## src/rtl/seq_alu_if.sv

```systemverilog
// -----------------------------------------------------------------------------
// seq_alu_if
// Bundles the request and result signals of the sequential ALU.
// The multi-cycle controller drives the request side through the master
// modport. The ALU drives the result side through the slave modport.
//
// Signals:
//   start          request, sampled by the ALU only while busy=0
//   ALU_Operation  4-bit operation code, captured with start
//   a, b           WIDTH-bit operands, captured with start
//   ALU_Result     result, or LO/quotient for MULTU/DIVU
//   Result_Hi      HI/remainder for MULTU/DIVU, 0 for other operations
//   Zero           ALU_Result == 0, registered with the result
//   Overflow       signed overflow for ADD/SUB
//   busy           multi-cycle operation in progress
//   done           one-cycle pulse: results were just updated
// -----------------------------------------------------------------------------
interface seq_alu_if #(
  parameter int WIDTH = 32
);
  logic             start;
  logic [3:0]       ALU_Operation;
  logic [WIDTH-1:0] a;
  logic [WIDTH-1:0] b;
  logic [WIDTH-1:0] ALU_Result;
  logic [WIDTH-1:0] Result_Hi;
  logic             Zero;
  logic             Overflow;
  logic             busy;
  logic             done;

  modport master (
    output start, ALU_Operation, a, b,
    input  ALU_Result, Result_Hi, Zero, Overflow, busy, done
  );

  modport slave (
    input  start, ALU_Operation, a, b,
    output ALU_Result, Result_Hi, Zero, Overflow, busy, done
  );
endinterface

```

## src/rtl/seq_alu.sv

```systemverilog
// -----------------------------------------------------------------------------
// seq_alu
// Sequential ALU for the execute step of the multi-cycle MIPS datapath.
// Logic, add/sub with signed overflow and the signed/unsigned compares finish
// in a single cycle. MULTU is an iterative shift-add multiplier that retires
// one multiplier bit per cycle. DIVU is an iterative restoring divider that
// retires one quotient bit per cycle. Every operation completes through a
// start/busy/done handshake.
//
// Configuration macro:
//   SEQ_ALU_DIV_EN  defined   -> DIVU implemented, including the DIV state.
//                   undefined -> no divider logic. Opcode 1001 behaves as an
//                                unsupported code (result 0, single cycle).
//
// Ports:
//   clk    clock; all state changes on the rising edge
//   rst_n  synchronous active-low reset
//   bus    seq_alu_if slave modport (start/op/operands in, results out)
// -----------------------------------------------------------------------------
module seq_alu #(
  parameter int WIDTH = 32,
  parameter int CNT_W = $clog2(WIDTH) + 1
) (
  input  logic   clk,
  input  logic   rst_n,
  seq_alu_if.slave bus
);

  localparam logic [3:0] OP_AND   = 4'b0000;
  localparam logic [3:0] OP_OR    = 4'b0001;
  localparam logic [3:0] OP_ADD   = 4'b0010;
  localparam logic [3:0] OP_SUB   = 4'b0011;
  localparam logic [3:0] OP_XOR   = 4'b0100;
  localparam logic [3:0] OP_NOR   = 4'b0101;
  localparam logic [3:0] OP_SLTU  = 4'b0110;
  localparam logic [3:0] OP_SLT   = 4'b0111;
  localparam logic [3:0] OP_MULTU = 4'b1000;
`ifdef SEQ_ALU_DIV_EN
  localparam logic [3:0] OP_DIVU  = 4'b1001;
`endif

  localparam logic [CNT_W-1:0] CNT_INIT = CNT_W'(WIDTH);
  localparam logic [CNT_W-1:0] CNT_LAST = CNT_W'(1);

`ifdef SEQ_ALU_DIV_EN
  typedef enum logic [1:0] {IDLE = 2'd0, MUL = 2'd1, DIV = 2'd2} state_t;
`else
  typedef enum logic [1:0] {IDLE = 2'd0, MUL = 2'd1} state_t;
`endif

  state_t           state_q;
  logic [CNT_W-1:0] cnt_q;
  // opA_q holds the multiplicand (MUL) or the divisor (DIV).
  logic [WIDTH-1:0] opA_q;
  // shift_q holds the multiplier shifting out and the product LO shifting in
  // (MUL), or the dividend shifting out and the quotient shifting in (DIV).
  logic [WIDTH-1:0] shift_q;
  // acc_q is the product HI (MUL) or the partial remainder (DIV).
  logic [WIDTH-1:0] acc_q;
  logic [WIDTH-1:0] result_q;
  logic [WIDTH-1:0] resultHi_q;
  logic             zero_q;
  logic             ovf_q;
  logic             done_q;

  // Single-cycle result path, evaluated directly from the live inputs.
  logic [WIDTH-1:0] sum;
  logic [WIDTH-1:0] diff;
  logic [WIDTH-1:0] scRes_d;
  logic [WIDTH-1:0] scHi_d;
  logic             scOvf_d;
  logic             startMul;
  logic             startDiv;

  always_comb begin
    sum      = bus.a + bus.b;
    diff     = bus.a - bus.b;
    scRes_d  = '0;
    scHi_d   = '0;
    scOvf_d  = 1'b0;
    startMul = (bus.ALU_Operation == OP_MULTU);
    startDiv = 1'b0;
    case (bus.ALU_Operation)
      OP_AND:  scRes_d = bus.a & bus.b;
      OP_OR:   scRes_d = bus.a | bus.b;
      OP_XOR:  scRes_d = bus.a ^ bus.b;
      OP_NOR:  scRes_d = ~(bus.a | bus.b);
      OP_ADD: begin
        scRes_d = sum;
        scOvf_d = (bus.a[WIDTH-1] == bus.b[WIDTH-1]) &&
                  (sum[WIDTH-1] != bus.a[WIDTH-1]);
      end
      OP_SUB: begin
        scRes_d = diff;
        scOvf_d = (bus.a[WIDTH-1] != bus.b[WIDTH-1]) &&
                  (diff[WIDTH-1] != bus.a[WIDTH-1]);
      end
      OP_SLT:  scRes_d = {{(WIDTH-1){1'b0}}, ($signed(bus.a) < $signed(bus.b))};
      OP_SLTU: scRes_d = {{(WIDTH-1){1'b0}}, (bus.a < bus.b)};
`ifdef SEQ_ALU_DIV_EN
      // Divide by zero never enters DIV: quotient saturates to all ones and
      // the remainder is the dividend, as the iterative divider would give.
      OP_DIVU: begin
        if (bus.b == '0) begin
          scRes_d = '1;
          scHi_d  = bus.a;
        end else begin
          startDiv = 1'b1;
        end
      end
`endif
      default: scRes_d = '0;
    endcase
  end

  // One shift-add step: conditionally add the multiplicand into HI, then
  // shift the {HI, multiplier} pair right so the carry lands in HI's MSB and
  // HI's LSB becomes the next LO bit.
  logic [WIDTH:0]   mulSum;
  logic [WIDTH-1:0] mulAcc_d;
  logic [WIDTH-1:0] mulShift_d;

  always_comb begin
    mulSum     = {1'b0, acc_q} + (shift_q[0] ? {1'b0, opA_q} : {(WIDTH+1){1'b0}});
    mulAcc_d   = mulSum[WIDTH:1];
    mulShift_d = {mulSum[0], shift_q[WIDTH-1:1]};
  end

`ifdef SEQ_ALU_DIV_EN
  // One restoring-divide step: bring the next dividend bit into the partial
  // remainder, try subtracting the divisor, keep the difference only when it
  // did not go negative. The extra top bit covers remainders that overflow
  // WIDTH bits after the shift.
  logic [WIDTH:0]   divShifted;
  logic [WIDTH:0]   divDiff;
  logic [WIDTH-1:0] divAcc_d;
  logic [WIDTH-1:0] divShift_d;

  always_comb begin
    divShifted = {acc_q, shift_q[WIDTH-1]};
    divDiff    = divShifted - {1'b0, opA_q};
    if (!divDiff[WIDTH]) begin
      divAcc_d   = divDiff[WIDTH-1:0];
      divShift_d = {shift_q[WIDTH-2:0], 1'b1};
    end else begin
      divAcc_d   = divShifted[WIDTH-1:0];
      divShift_d = {shift_q[WIDTH-2:0], 1'b0};
    end
  end
`endif

  // Control FSM and all registered outputs. done defaults low every cycle so
  // it only pulses on the completing edge; outputs otherwise hold.
  always_ff @(posedge clk) begin
    if (!rst_n) begin
      state_q    <= IDLE;
      cnt_q      <= '0;
      opA_q      <= '0;
      shift_q    <= '0;
      acc_q      <= '0;
      result_q   <= '0;
      resultHi_q <= '0;
      zero_q     <= 1'b1;
      ovf_q      <= 1'b0;
      done_q     <= 1'b0;
    end else begin
      done_q <= 1'b0;
      case (state_q)
        IDLE: begin
          if (bus.start) begin
            if (startMul) begin
              opA_q   <= bus.a;
              shift_q <= bus.b;
              acc_q   <= '0;
              cnt_q   <= CNT_INIT;
              state_q <= MUL;
`ifdef SEQ_ALU_DIV_EN
            end else if (startDiv) begin
              opA_q   <= bus.b;
              shift_q <= bus.a;
              acc_q   <= '0;
              cnt_q   <= CNT_INIT;
              state_q <= DIV;
`endif
            end else begin
              result_q   <= scRes_d;
              resultHi_q <= scHi_d;
              zero_q     <= (scRes_d == '0);
              ovf_q      <= scOvf_d;
              done_q     <= 1'b1;
            end
          end
        end
        MUL: begin
          acc_q   <= mulAcc_d;
          shift_q <= mulShift_d;
          cnt_q   <= cnt_q - CNT_LAST;
          if (cnt_q == CNT_LAST) begin
            result_q   <= mulShift_d;
            resultHi_q <= mulAcc_d;
            zero_q     <= (mulShift_d == '0);
            ovf_q      <= 1'b0;
            done_q     <= 1'b1;
            state_q    <= IDLE;
          end
        end
`ifdef SEQ_ALU_DIV_EN
        DIV: begin
          acc_q   <= divAcc_d;
          shift_q <= divShift_d;
          cnt_q   <= cnt_q - CNT_LAST;
          if (cnt_q == CNT_LAST) begin
            result_q   <= divShift_d;
            resultHi_q <= divAcc_d;
            zero_q     <= (divShift_d == '0);
            ovf_q      <= 1'b0;
            done_q     <= 1'b1;
            state_q    <= IDLE;
          end
        end
`endif
        default: state_q <= IDLE;
      endcase
    end
  end

  assign bus.ALU_Result = result_q;
  assign bus.Result_Hi  = resultHi_q;
  assign bus.Zero       = zero_q;
  assign bus.Overflow   = ovf_q;
  assign bus.busy       = (state_q != IDLE);
  assign bus.done       = done_q;

endmodule
```

## src/flat_wrapper.sv

```systemverilog
// flat-port wrapper written by rule: the top's interface ports become plain ports
module seq_alu_flat 
#(
  parameter int WIDTH = 32,
  parameter int CNT_W = $clog2(WIDTH) + 1
)
  (clk, rst_n, bus_start, bus_ALU_Operation, bus_a, bus_b, bus_ALU_Result, bus_Result_Hi, bus_Zero, bus_Overflow, bus_busy, bus_done);
  seq_alu_if #(.WIDTH(WIDTH)) bus_i ();
  input  logic clk;
  input  logic rst_n;
  input wire logic [$bits(bus_i.start)-1:0] bus_start;
  input wire logic [$bits(bus_i.ALU_Operation)-1:0] bus_ALU_Operation;
  input wire logic [$bits(bus_i.a)-1:0] bus_a;
  input wire logic [$bits(bus_i.b)-1:0] bus_b;
  output wire logic [$bits(bus_i.ALU_Result)-1:0] bus_ALU_Result;
  output wire logic [$bits(bus_i.Result_Hi)-1:0] bus_Result_Hi;
  output wire logic [$bits(bus_i.Zero)-1:0] bus_Zero;
  output wire logic [$bits(bus_i.Overflow)-1:0] bus_Overflow;
  output wire logic [$bits(bus_i.busy)-1:0] bus_busy;
  output wire logic [$bits(bus_i.done)-1:0] bus_done;
  assign bus_i.start = bus_start;
  assign bus_i.ALU_Operation = bus_ALU_Operation;
  assign bus_i.a = bus_a;
  assign bus_i.b = bus_b;
  assign bus_ALU_Result = bus_i.ALU_Result;
  assign bus_Result_Hi = bus_i.Result_Hi;
  assign bus_Zero = bus_i.Zero;
  assign bus_Overflow = bus_i.Overflow;
  assign bus_busy = bus_i.busy;
  assign bus_done = bus_i.done;
  seq_alu #(.WIDTH(WIDTH), .CNT_W(CNT_W)) u_core (.clk(clk), .rst_n(rst_n), .bus(bus_i));
endmodule
```

## config.mk

```make
export PLATFORM = sky130hd
export DESIGN_NAME = seq_alu_flat
export DESIGN_NICKNAME = d
export VERILOG_FILES = /design/src/rtl/seq_alu_if.sv /design/src/rtl/seq_alu.sv /design/src/flat_wrapper.sv
export SDC_FILE = /design/constraint.sdc
export NUM_CORES = 1
export LEC_CHECK = 0
export CAP_MARGIN = 5
export CORE_ASPECT_RATIO = 1.4
export CORE_MARGIN = 4
export CORE_UTILIZATION = 53
export DETAILED_ROUTE_END_ITERATION = 12
export HOLD_SLACK_MARGIN = 0.15
export PLACE_DENSITY = 0.82
export SLEW_MARGIN = 20
export SYNTH_ARGS = -nofsm -noshare
export SYNTH_HDL_FRONTEND = slang
export SYNTH_SLANG_ARGS = --single-unit
```

## constraint.sdc

```tcl
create_clock -name clk -period 4.1 [get_ports clk]
set_clock_uncertainty 0.1 [all_clocks]
set_input_delay 1.025 -clock clk [delete_from_list [all_inputs] [get_ports clk]]
set_output_delay 1.025 -clock clk [all_outputs]
set_load 0.01 [all_outputs]
```

==> results of run 1 <==
-- cell type report --
| type | count | share of cell area (%) |
|---|---|---|
| Timing Repair Buffer | 539 | 22.8 |
| Clock inverter | 15 | 1.01 |
| Clock buffer | 17 | 2.16 |
| Tap cell | 319 | 2.03 |
| Multi-Input combinational cell | 1453 | 52.7 |
| Inverter | 101 | 1.98 |
| Sequential cell | 170 | 17.3 |
-- kinds of logic after synthesis --
group	after synthesis	synth area share, %
DFF	170	24.9
and+or+nand+nor	674	22.7
buffers and inverters	225	6.97
xor gates and xnor gates	58	3.72
AOI/OAI and AO/OA	578	28.5
muxes	7	0.522
adders and majority gates	136	12.6
-- worst max-delay path by stage --
stage                     cells past startpoint              end       from
final                                        18  u_core.bus.Zero   bus_b[4]
after global routing                         18  u_core.bus.Zero   bus_a[0]
after CTS                                    16  u_core.bus.Zero   bus_a[9]
after detailed placement                     16  u_core.bus.Zero   bus_b[4]
after global placement                       16  u_core.bus.Zero   bus_b[4]
after floorplan                              14  u_core.bus.Zero  bus_b[10]
-- power by group --
| group | internal, µW | switching [µW] |
|---|---|---|
| registers | 1690 | 37.1 |
| logic | 834 | 932 |
| clock network | 937 | 789 |
| total | 3460 | 1760 |
-- per-layer routing --
metal,global-route usage (%),vias up,routed length [µm]
met5,0,-,18
met4,24.4,2,4600
met3,7.20,322,4790
met2,66.5,969,27400
met1,45.0,7752,20700
li1,-,7480,-
-- cells in the mapped netlist (15+ instances only) --
cell type	instances	share of area, %
nand2_1	225	6.2
nor2_1	209	5.7
a21oi_1	204	7.5
dfxtp_1	170	25
ha_1	133	12
inv_1	98	2.7
clkbuf_1	91	2.5
o21ai_0	70	2.6
nand3_1	53	1.9
and2_1	40	1.8
xnor2_1	40	2.6
a22oi_1	36	2.0
a311oi_1	31	2.0
a21o_1	28	1.5
a221oi_1	28	1.8
nor3_1	28	1.0
nand2b_1	20	0.92
a31oi_1	18	0.82
xor2_1	18	1.2
a211oi_1	16	0.88
a221o_1	16	1.2
o21a_1	16	0.88
nor2b_1	15	0.69
o31ai_1	15	0.82
-- timing repair --
action	4_1_cts	5_1_grt
pin swaps	80	52
setup buffers	36	8
gates cloned	0	0
gates resized for setup	223	91
setup endpoints to repair	15	21
-- critical path, cell delays in order --
cell and delay (ps):
dlygate4sd2_1 230, inv_2 70, ha_4 310, buf_4 110
o211ai_1 110, a211oi_2 260, buf_4 180, a21oi_2 60
buf_4 180, o22ai_4 170, o21ai_2 80, a221oi_2 360
o211a_1 250, nand4b_1 160, nor4_4 300, nand4b_1 140
nor4_2 280, a211o_1 170
-- registers in the layout (all words and copies together) (netlist names) --
| name | cells |
|---|---|
| u_core.bus.done | 1 |
| u_core.opA_q | 32 |
| u_core.cnt_q | 6 |
| u_core.bus.Overflow | 1 |
| u_core.shift_q | 32 |
| u_core.bus.Zero | 1 |
| u_core.bus.Result_Hi | 32 |
| u_core.state_q | 1 |
| u_core.acc_q | 32 |
| u_core.bus.ALU_Result | 32 |
-- through the flow --
step	setup TNS, ps	util (%)	hold WS, ps	power, µW
2_1_floorplan	0	-	332	2460
3_3_place_gp	-12530	69.7	337	3210
3_5_place_dp	-13780	69.7	344	3220
4_1_cts	-74.1	76.0	352	5080
5_1_grt	-317	77.5	371	5380
6_report	-63.8	77.5	353	5210
==> flow_metrics.py, run 1 <==
metrics = {
    "run_status": {
        "outcome": "finished with violations",
        "violations": "setup timing",
    },
    "setup_path": {
        "crit_fanout": 6,
        "critPathRequiredTime_ps": 4390,
        "path_class": "in2reg",
        "reg2reg_to": "u_core.acc_q[30]",
        "crit_path_start_kind": "input pin",
        "worstPathArrival_ps": 4460,
        "r2r_cells": 15,
        "rr_startpoint": "u_core.shift_q[0]",
        "endpoint_kind": "flop",
        "r2r_slack_ps": 200,
    },
    "placed_design": {
        "dp_cells": 2540,
        "hpwlAfterDp_mm": 42.1,
        "io_buffers": 138,
        "gp_congestion": 1.01,
        "placed_area_um2": 17700,
        "pre_cts_slack_ps": -1080,
    },
    "route": {
        "drt_wl_total_mm": 57.4,
        "vias": 16500,
        "final_antenna_net_count": 0,
        "drc": 0,
        "wl_per_cell_um": 22.0,
        "dr.pass1.iters": 6,
        "via_per_inst": 6.32,
        "dr.first_iter.drc_count": 1615,
    },
    "clock_network": {
        "insertion_delay_ps": 440,
        "clockBufferDepth": 2,
        "root_buffer": "clkbuf_16",
        "cts_buffers": 17,
        "cts_tree": "built",
        "clock-sinks": 170,
        "clk_pin_slew_ps": 80,
        "hold_buffers": 0,
        "cts_max_level": 4,
    },
    "timing": {
        "setup_viol": 1,
        "period_minus_slack_ps": 4160,
        "slew_headroom_pct": 40.7,
        "fin_ws_ps": -63.8,
        "maxSlewViolCount": 0,
        "grt_setup_unrepaired": "yes",
        "max_slew.worst_pin.slew_ps": 887,
        "final_hold_viol_count": 0,
        "fin_crit_sh_pct": 102,
        "max_freq_ghz": 0.240,
    },
    "min_path": {
        "hold-path-cell-count": 2,
        "min-delay-start": "u_core.opA_q[19]",
        "hp-class": "reg2reg",
        "hold_end": "u_core.opA_q[19]",
    },
    "finish": {
        "fillers": 1809,
        "nets": 2489,
        "mostFrequentLayoutCell": "buf_4",
        "area_growth_pct": 43.9,
        "n_antenna_cell": 0,
        "final_cell_mix": "buf_4 (381), nand2_1 (224), nor2_1 (201), a21oi_1 (186), dfxtp_1 (170)",
        "fin_area_um2": 19700,
        "multi_input_area_um2": 10400,
        "drive_above_1_share_pct": 27.8,
        "seq_area_um2": 3400,
        "fin_cells": 2614,
    },
    "logic_synthesis": {
        "ys.flop_type": "dfxtp_1",
        "syn_inst": 1848,
        "synth_cell_types": 89,
        "async_flop_share_pct": 0,
        "syn_nets": 2055,
        "synth-edff-count": 0,
        "ys_ff_latch": 170,
        "syn_area_um2": 13700,
        "syn_area_per_cell_um2": 7.39,
        "ys_warn_count": 0,
        "seq_area_frac_synth_pct": 24.9,
    },
    "floorplan": {
        "start_util_pct": 53.8,
        "dieArea_um2": 28400,
        "num_rows": 69,
        "io_pins": 139,
        "chipHeight_um": 198,
        "core_um2": 25400,
        "die_x_um": 144,
    },
    "grt": {
        "antenna_found_initial": 2,
        "grt_max_degree": 166,
        "grt_pass1_vias": 16600,
        "gr-total-overflow": 0,
        "grt_pass1_wl_mm": 88.4,
        "grt_usage_pct": 39.2,
    },
    "power_and_ir_drop": {
        "p_leak_uw": 0.00841,
        "power_density_nw_per_um2": 265,
        "ir_worst_vdd_v": 0.000422,
    },
    "run": {
        "cap_violations": 0,
    },
}
(Power assumes the default switching activity.)
==> inputs of run 2 (changes only) <==
- CORE_UTILIZATION: 53 -> 50
- PLACE_DENSITY: 0.82 -> 0.74
==> flow_metrics.py, run 2 (synthesis results as in run 1) <==
metrics = {
    "route": {
        "drc": 0,
        "vias": 16200,
        "dr.first_iter.drc_count": 1400,
        "via_per_inst": 6.01,
        "dr.pass1.iters": 5,
        "wl_per_cell_um": 20.7,
        "final_antenna_net_count": 0,
        "drt_wl_total_mm": 55.7,
    },
    "setup_path": {
        "endpoint_kind": "flop",
        "path_class": "in2reg",
        "critPathRequiredTime_ps": 4380,
        "crit_fanout": 10,
        "crit_chain": "clkdlybuf4s50_1 > buf_6 > nor2_1 > nand2_2 > o21ai_0 > a2111oi_2 > buf_4 > o311ai_4 > nor4_2 > and4_4 > o211ai_1 > nor4_4 > nand4b_1 > nor4_2 > a211o_1",
        "reg2reg_to": "u_core.bus.Result_Hi[31]",
        "crit_path_start_kind": "input pin",
        "crit_path_frequent_cell": "nor4_2",
        "worst_path_largest_cell_delay_ps": 570,
        "worstPathArrival_ps": 4600,
        "rr_startpoint": "u_core.shift_q[0]",
        "r2r_slack_ps": 250,
        "slowest_stage": "clkdlybuf4s50_1",
        "r2r_cells": 16,
    },
    "grt": {
        "gr-total-overflow": 0,
        "grt_pass1_wl_mm": 84.7,
        "grt_usage_pct": 35.4,
        "grt_pass1_vias": 15900,
        "antenna_found_initial": 0,
        "grt_max_degree": 166,
    },
    "floorplan": {
        "chipHeight_um": 204,
        "start_util_pct": 50.8,
        "dieArea_um2": 30100,
        "io_pins": 139,
        "core_um2": 26900,
        "num_rows": 71,
        "die_x_um": 148,
    },
    "finish": {
        "drive_above_1_share_pct": 29.5,
        "seq_area_um2": 3410,
        "multi_input_area_um2": 10400,
        "fin_area_um2": 19900,
        "fillers": 2095,
        "n_antenna_cell": 0,
        "area_growth_pct": 45.5,
        "nets": 2515,
        "final_cell_mix": "buf_4 (410), nand2_1 (224), nor2_1 (201), a21oi_1 (180), dfxtp_1 (168)",
        "mostFrequentLayoutCell": "buf_4",
    },
    "power_and_ir_drop": {
        "power_uw": 5150,
        "power_density_nw_per_um2": 259,
        "ir_worst_vdd_v": 0.000224,
        "p_leak_uw": 0.00849,
    },
    "timing": {
        "grt_setup_unrepaired": "yes",
        "fin_ws_ps": -217,
        "final_hold_viol_count": 0,
        "max_freq_ghz": 0.232,
        "setup_viol": 1,
        "fin_setup_tns_ps": -217,
        "max_slew.worst_pin.slew_ps": 736,
        "slew_headroom_pct": 50.9,
        "period_minus_slack_ps": 4320,
        "maxSlewViolCount": 0,
        "fin_crit_sh_pct": 105,
    },
    "clock_network": {
        "clk_pin_slew_ps": 80,
        "cts_tree": "built",
        "cts_max_level": 4,
        "clock-sinks": 170,
        "cts_buffers": 17,
        "insertion_delay_ps": 430,
        "clockBufferDepth": 2,
        "root_buffer": "clkbuf_16",
        "hold_buffers": 0,
    },
    "placed_design": {
        "gp_congestion": 1.04,
        "io_buffers": 138,
        "hpwlAfterDp_mm": 42.6,
        "placed_area_um2": 17800,
    },
    "run_status": {
        "outcome": "finished with violations",
        "violations": "setup timing",
    },
    "min_path": {
        "min-delay-start": "u_core.opA_q[31]",
        "hold-path-cell-count": 2,
        "hp-class": "reg2reg",
        "hold_end": "u_core.opA_q[31]",
    },
    "run": {
        "cap_violations": 0,
    },
}
==> run 2: changes by cell type in the layout (fill, tap and decap cells not counted), moves of 4 or more <==
cell,delta
inv_2,-7
o21ai_1,-7
a21oi_2,+4
dlymetal6s2s_1,-4
clkdlybuf4s50_1,+4
dlygate4sd2_1,-7
buf_4,+29
clkbuf_2,+7
o21ai_2,+7
inv_1,+6
a21oi_1,-6
==> run 2: cell type report <==
cell class / instances / share of cell area (%)
multi-input combinational: 1453 / 52.4
timing repair buffer: 565 / 23.2
sequential: 170 / 17.1
tap: 365 / 2.30
clock buffer: 17 / 2.14
inverter: 101 / 1.97
clock inverter: 15 / 0.887
==> run 2: through the flow <==
stage / cells / util [%] / worst slack (ps) / hold WS, ps
4_1_cts: 2675 / 71.9 / -162 / 354
6_report: 2686 / 73.9 / -217 / 352
5_1_grt: 2686 / 73.9 / -320 / 369
3_3_place_gp: 2594 / 66.1 / -1070 / 338
2_1_floorplan: 1848 / - / 1.00 / 332
3_5_place_dp: 2594 / 66.1 / -1230 / 344
==> run 2: routing by layer <==
| layer | up-vias | wire length (µm) | share of wire (%) | track usage (%) |
|---|---|---|---|---|
| met3 | 202 | 3790 | 6.8 | 5.05 |
| met4 | 0 | 3190 | 5.7 | 18.2 |
| li1 | 7519 | - | - | - |
| met2 | 753 | 27500 | 49 | 62.0 |
| met5 | - | 0 | 0 | 0 |
| met1 | 7681 | 21300 | 38 | 41.8 |
==> run 2: worst max path at each step <==
stage	start	to	slack, ps	cells past startpoint
6_report	bus_ALU_Operation[2]	u_core.bus.Zero	-220	15
2_1_floorplan	bus_b[10]	u_core.bus.Zero	1	14
5_1_grt	bus_b[13]	u_core.bus.Zero	-320	16
3_5_place_dp	bus_a[0]	u_core.bus.Zero	-1230	17
4_1_cts	bus_b[7]	u_core.bus.Zero	-160	15
3_3_place_gp	bus_a[0]	u_core.bus.Zero	-1070	17
==> run 2: repair_timing <==
action,4_1_cts,5_1_grt
setup buffers,49,13
gates resized for setup,208,132
setup endpoints to repair,16,23
pin swaps,66,53
==> run 2: worst max-delay path: cells and delay by family <==
kind | cells | cell delay, ps
AOI/OAI and AO/OA | 5 | 960
buffers and inverters | 3 | 960
and+or+nand+nor | 7 | 1650
==> run 2: where the power goes <==
group / internal, µW / total, µW / switching (µW) / leakage (µW)
clock network: 875 / 1630 / 756 / 0.000297
registers: 1690 / 1720 / 38.4 / 0.00138
logic: 862 / 1800 / 934 / 0.00681
